File: config.mk
export PLATFORM = sky130hd
export DESIGN_NAME = panel_writer
export DESIGN_NICKNAME = d
export VERILOG_FILES = /design/src/rtl/panel_writer.sv
export SDC_FILE = /design/constraint.sdc
export NUM_CORES = 1
export LEC_CHECK = 0
export CAP_MARGIN = 20
export CORE_MARGIN = 3
export CORE_UTILIZATION = 35
export DETAILED_ROUTE_END_ITERATION = 8
export GPL_TIMING_DRIVEN = 0
export HOLD_SLACK_MARGIN = 0.08
export PLACE_DENSITY = 0.68
export SYNTH_ARGS = -nofsm -noshare
export SYNTH_HDL_FRONTEND = slang
export SYNTH_SLANG_ARGS = --single-unit
export TNS_END_PERCENT = 100
File: constraint.sdc
create_clock -name clk -period 4.65 [get_ports clk]
set_input_delay 1.395 -clock clk [delete_from_list [all_inputs] [get_ports clk]]
set_output_delay 1.395 -clock clk [all_outputs]
set_load 0.005 [all_outputs]
File: src/rtl/panel_writer.sv
// panel_writer: front-panel write path into the register file or data memory.
//
// Three raw push-buttons are each synchronized (2 flops), debounced, and
// turned into one-cycle rising-edge pulses. BtnLo/BtnHi load the slide
// switches into the low/high half of the staged word. BtnWr commits the staged
// word as a single-cycle write to the register file (ToMem = 0) or to the data
// memory (ToMem = 1).
//
// Ports:
//   clk        system clock, rising edge
//   clr        synchronous active-high reset
//   ToMem      target select: 0 = register file, 1 = data memory
//   Addr[5:0]  target address (register file uses Addr[4:0])
//   Sw[15:0]   half-word entry switches
//   BtnLo      raw button, load Sw into Staged[15:0]
//   BtnHi      raw button, load Sw into Staged[31:16]
//   BtnWr      raw button, commit a write
//   WriteReg   register-file write address
//   WriteMem   memory write address
//   WriteData  write data
//   RegWe      register-file write enable (one-cycle pulse)
//   MemWe      memory write enable (one-cycle pulse)
//   Busy       high while a commit is in progress
//   Staged     currently staged word
module panel_writer #(
  parameter int DEBOUNCE_CYCLES = 1000000,
  parameter int CNT_W           = 20
) (
  input  logic        clk,
  input  logic        clr,
  input  logic        ToMem,
  input  logic [5:0]  Addr,
  input  logic [15:0] Sw,
  input  logic        BtnLo,
  input  logic        BtnHi,
  input  logic        BtnWr,
  output logic [4:0]  WriteReg,
  output logic [5:0]  WriteMem,
  output logic [31:0] WriteData,
  output logic        RegWe,
  output logic        MemWe,
  output logic        Busy,
  output logic [31:0] Staged
);

  localparam logic [CNT_W-1:0] CNT_LAST = CNT_W'(DEBOUNCE_CYCLES - 1);

  typedef enum logic [1:0] {
    IDLE  = 2'd0,
    WRITE = 2'd1,
    HOLD  = 2'd2
  } state_t;

  // Button bit order: 0 = Lo, 1 = Hi, 2 = Wr.
  logic [2:0]       raw;
  logic [2:0]       sync_p0;
  logic [2:0]       sync_p1;
  logic [2:0]       db;
  logic [2:0]       db_d;
  logic [2:0]       pulse;
  logic [CNT_W-1:0] cnt [3];

  state_t state;
  state_t state_nxt;

  assign raw = {BtnWr, BtnHi, BtnLo};

  // Stage p0/p1: two-flop synchronizer, then per-button debounce counter.
  // The counter only runs while the synchronized level disagrees with the
  // debounced level, so any agreeing sample restarts the qualification window.
  always_ff @(posedge clk) begin
    if (clr) begin
      sync_p0 <= '0;
      sync_p1 <= '0;
      db      <= '0;
      db_d    <= '0;
      for (int i = 0; i < 3; i++) begin
        cnt[i] <= '0;
      end
    end else begin
      sync_p0 <= raw;
      sync_p1 <= sync_p0;
      db_d    <= db;
      for (int i = 0; i < 3; i++) begin
        if (sync_p1[i] != db[i]) begin
          if (cnt[i] == CNT_LAST) begin
            db[i]  <= sync_p1[i];
            cnt[i] <= '0;
          end else begin
            cnt[i] <= cnt[i] + 1'b1;
          end
        end else begin
          cnt[i] <= '0;
        end
      end
    end
  end

  // Rising edges of the registered debounced levels only.
  assign pulse = db & ~db_d;

  always_ff @(posedge clk) begin
    if (clr) begin
      state <= IDLE;
    end else begin
      state <= state_nxt;
    end
  end

  // HOLD waits for the debounced release so one press yields one write.
  always_comb begin
    state_nxt = state;
    case (state)
      IDLE:    if (pulse[2]) state_nxt = WRITE;
      WRITE:   state_nxt = HOLD;
      HOLD:    if (!db[2]) state_nxt = IDLE;
      default: state_nxt = IDLE;
    endcase
  end

  assign Busy = (state != IDLE);

  // Stage p2: staging and commit registers. The write enables are registered
  // on entry to WRITE, so they are high exactly for the WRITE cycle and carry
  // the target select captured at the commit pulse. WriteData takes the
  // pre-update Staged value when a load pulse coincides with the commit.
  always_ff @(posedge clk) begin
    if (clr) begin
      Staged    <= '0;
      WriteData <= '0;
      WriteReg  <= '0;
      WriteMem  <= '0;
      RegWe     <= 1'b0;
      MemWe     <= 1'b0;
    end else begin
      RegWe <= 1'b0;
      MemWe <= 1'b0;
      if (state == IDLE) begin
        if (pulse[0]) Staged[15:0]  <= Sw;
        if (pulse[1]) Staged[31:16] <= Sw;
        if (pulse[2]) begin
          WriteData <= Staged;
          if (ToMem) begin
            WriteMem <= Addr;
            MemWe    <= 1'b1;
          end else begin
            WriteReg <= Addr[4:0];
            RegWe    <= 1'b1;
          end
        end
      end
    end
  end

endmodule

==> metrics <==
Worst VDD drop roughly 0.28 mV; Layout area overhead 33.5%; CTS root buf clkbuf_16; area leader, netlist dfxtp_1; final hold violations 0; crit path DAT approximately 1.6 ns; Clock Sinks about 150; drt pass-1 iters 4; Antenna Cells 0; sw power 0.000648 W; CTS tree built; Seq/Total Area, Yosys approximately 56%; placed wire-length estimate 11200 um; HP Class flop to flop; minimum clock period about 3 ns; Worst Hold Depth 1; DR vias/cell ~4.8; Worst slew margin roughly 53%; IO buf count between 100 and 150; Die Ht 142 um; gp weighted congestion around 0.80; first-pass GRT wire length between 20000 and 25000 um; Synth cell types 44; number of buffers created by CTS 17; Via Count between 5000 and 6000; final setup vio count 0; Worst R2R End cnt[2][8]; final net count just over 900; Final Skew ~0.008 ns; status finished clean; FF-to-FF setup slack between 2 and 2.5 ns; fmax 340 MHz; worst reg-to-reg path cell count 6; RSZ-0062 raised after global routing no; fin cells ~1100; row count 48; Clock power frac between 40% and 50%; mapped cell area 0.00643 sq mm; worst slew pin tran 0.691 ns; Slew Viols, Final 0; Mapped Avg Cell Area 9.15 sq um; number of global-route vias before repair slightly below 5000; Placed Cells about 1100; Max Root-Sink Buffers 2; number of hold buffers added after CTS 0; Die Footprint between 0.02 and 0.025 sq mm; Pleak ~2.8 nW; largest net degree at the start of global routing 17; Placed Area 0.00799 sq mm; post-synth top area share between 20% and 30%; final instance area 0.00859 sq mm; cts repair resizes 0; crit path max fanout 6; Fin Setup TNS 0 ns; Syn Inst Count 703; Post-synth ARST share 0%; clock slew at reported path FFs 0.06 ns; Die Wd ~140 um; core area 0.0177 sq mm; Critical R2R Launch cnt[2][0]; Reg power frac between 40% and 50%; Post-synth top flop dfxtp_1; EDFF count, synth 60; CP Capture Type output pin; sw frac between 20% and 30%; initial core utilization a little over a third; Worst-Skew Late Latency between 0.4 and 0.5 ns; most common cell after layout, fill and taps aside nand2_1; Initial DRC Count between 200 and 300; gr usage total about 15%; Post-CTS Setup Bufs 0; synthesized flop and latch total about 150; Remaining DRCs 0; Detail Route Antenna Nets 0; Yosys warning count 0; power density cells approximately 330 mW/mm^2; CP startpoint kind flop; total global routing overflow 0; hold_sp sync_p0[0]; Crit Path Class flop to output pin; antenna violations before repair 0; Routed WL per cell roughly 13 um; Synth area leaders dfxtp_1 (28%), edfxtp_1 (28%), nand2_1 (9.3%); worst path required time ~3.3 ns; Worst Hold Path EP sync_p1[0]; total wire length approximately 15000 um; max_cap viols 0; share of layout cells above drive strength 1 ~5.7%; Comb power frac 3.3%; H-tree Lvls 4; most frequent cells in the layout nand2_1 (160), clkdlybuf4s50_1 (105), a21oi_1 (99); I/O pins ~110; Period Utilization, post-route a little under two thirds; Internal roughly 0.0022 W
==> per-layer routing <==
metal / part of all wire [%] / routed length, um / global-route usage [%] / vias up
li1: - / - / - / 2750
met1: 47 / 7060 / 20.1 / 2497
met2: 46 / 7020 / 23.3 / 100
met3: 4.9 / 749 / 4.55 / 20
met4: 2.2 / 340 / 6.72 / 0
met5: 0 / 0 / 0 / -
==> through the flow <==
step / total power [W] / worst slack (ns) / utilization [%] / hold WS (ns)
detailed placement: 0.00155 / 1.31 / 45.2 / 0.427
CTS: 0.00290 / 1.66 / 48.6 / 0.442
global placement: 0.00155 / 1.33 / 45.2 / 0.418
finish: 0.00287 / 1.70 / 48.6 / 0.436
floorplan: 0.00150 / 2.32 / - / 0.414
global route: 0.00297 / 1.60 / 48.6 / 0.469
==> kinds of logic (layout without fill, tap and decap cells) <==
family | Yosys count | in the layout | share of synthesized area (%)
other | 1 | 60 | 0.0583
AOI/OAI and AO/OA | 135 | 135 | 11.0
and+or+nand+nor | 325 | 325 | 24.0
DFF | 151 | 151 | 56.3
muxes | 1 | 1 | 0.175
adders and majority gates | 3 | 3 | 0.584
buffers and inverters | 53 | 192 | 3.17
xor gates and xnor gates | 34 | 34 | 4.63
==> state kept, by name (all words and copies together) (netlist names) <==
register and flops:
MemWe 1, RegWe 1, Staged 32, WriteData 32
WriteMem 6, WriteReg 5, cnt 60, db 3
db_d 3, state 2, sync_p0 3, sync_p1 3
==> cells in the mapped netlist, drive strengths merged, types with 3 or more instances <==
| master | number |
|---|---|
| ha | 3 |
| xor2 | 10 |
| clkbuf | 30 |
| nor2 | 45 |
| or3 | 20 |
| nand2 | 160 |
| inv | 18 |
| nor3 | 9 |
| xnor2 | 24 |
| nand3 | 28 |
| buf | 5 |
| edfxtp | 60 |
| o21ai | 26 |
| nor2b | 9 |
| and3 | 4 |
| dfxtp | 91 |
| nor4 | 6 |
| o31ai | 7 |
| nand4 | 7 |
| nor4b | 8 |
| a21oi | 100 |
| or2 | 3 |
| or4 | 13 |
==> final cells by class <==
type / count / area, sq um
Buffer: 35 / 136
Clock buffer: 18 / 450
Clock inverter: 14 / 139
Fill cell: 1707 / 9070
Inverter: 18 / 67.6
Multi-Input combinational cell: 558 / 2830
Sequential cell: 151 / 3620
Tap cell: 225 / 282
Timing Repair Buffer: 107 / 1060
==> power by group through the flow <==
stage	Combinational [W]	Sequential (W)	Clock [W]
6_report	0.0000953	0.00142	0.00135
5_1_grt	0.000108	0.00143	0.00144
4_1_cts	0.0000949	0.00142	0.00138
3_5_place_dp	0.0000942	0.00145	0
3_3_place_gp	0.0000939	0.00145	0
2_1_floorplan	0.0000532	0.00145	0
==> worst max-delay path, stage by stage, from the launching register on <==
cell and delay (ns):
dfxtp_1 0.43, nor2_1 0.11, inv_1 0.06, clkdlybuf4s50_1 0.54
==> worst max path at each step <==
stage | startpoint | end | slack (ns) | cells past startpoint
2_1_floorplan | clr | cnt[2][10] | 2.32 | 4
3_3_place_gp | clr | cnt[2][2] | 1.33 | 4
3_5_place_dp | clr | cnt[2][8] | 1.31 | 5
4_1_cts | state[0] | Busy | 1.66 | 3
5_1_grt | state[0] | Busy | 1.60 | 3
6_report | state[0] | Busy | 1.70 | 3
No activity file was read; power rests on OpenSTA's default activity.
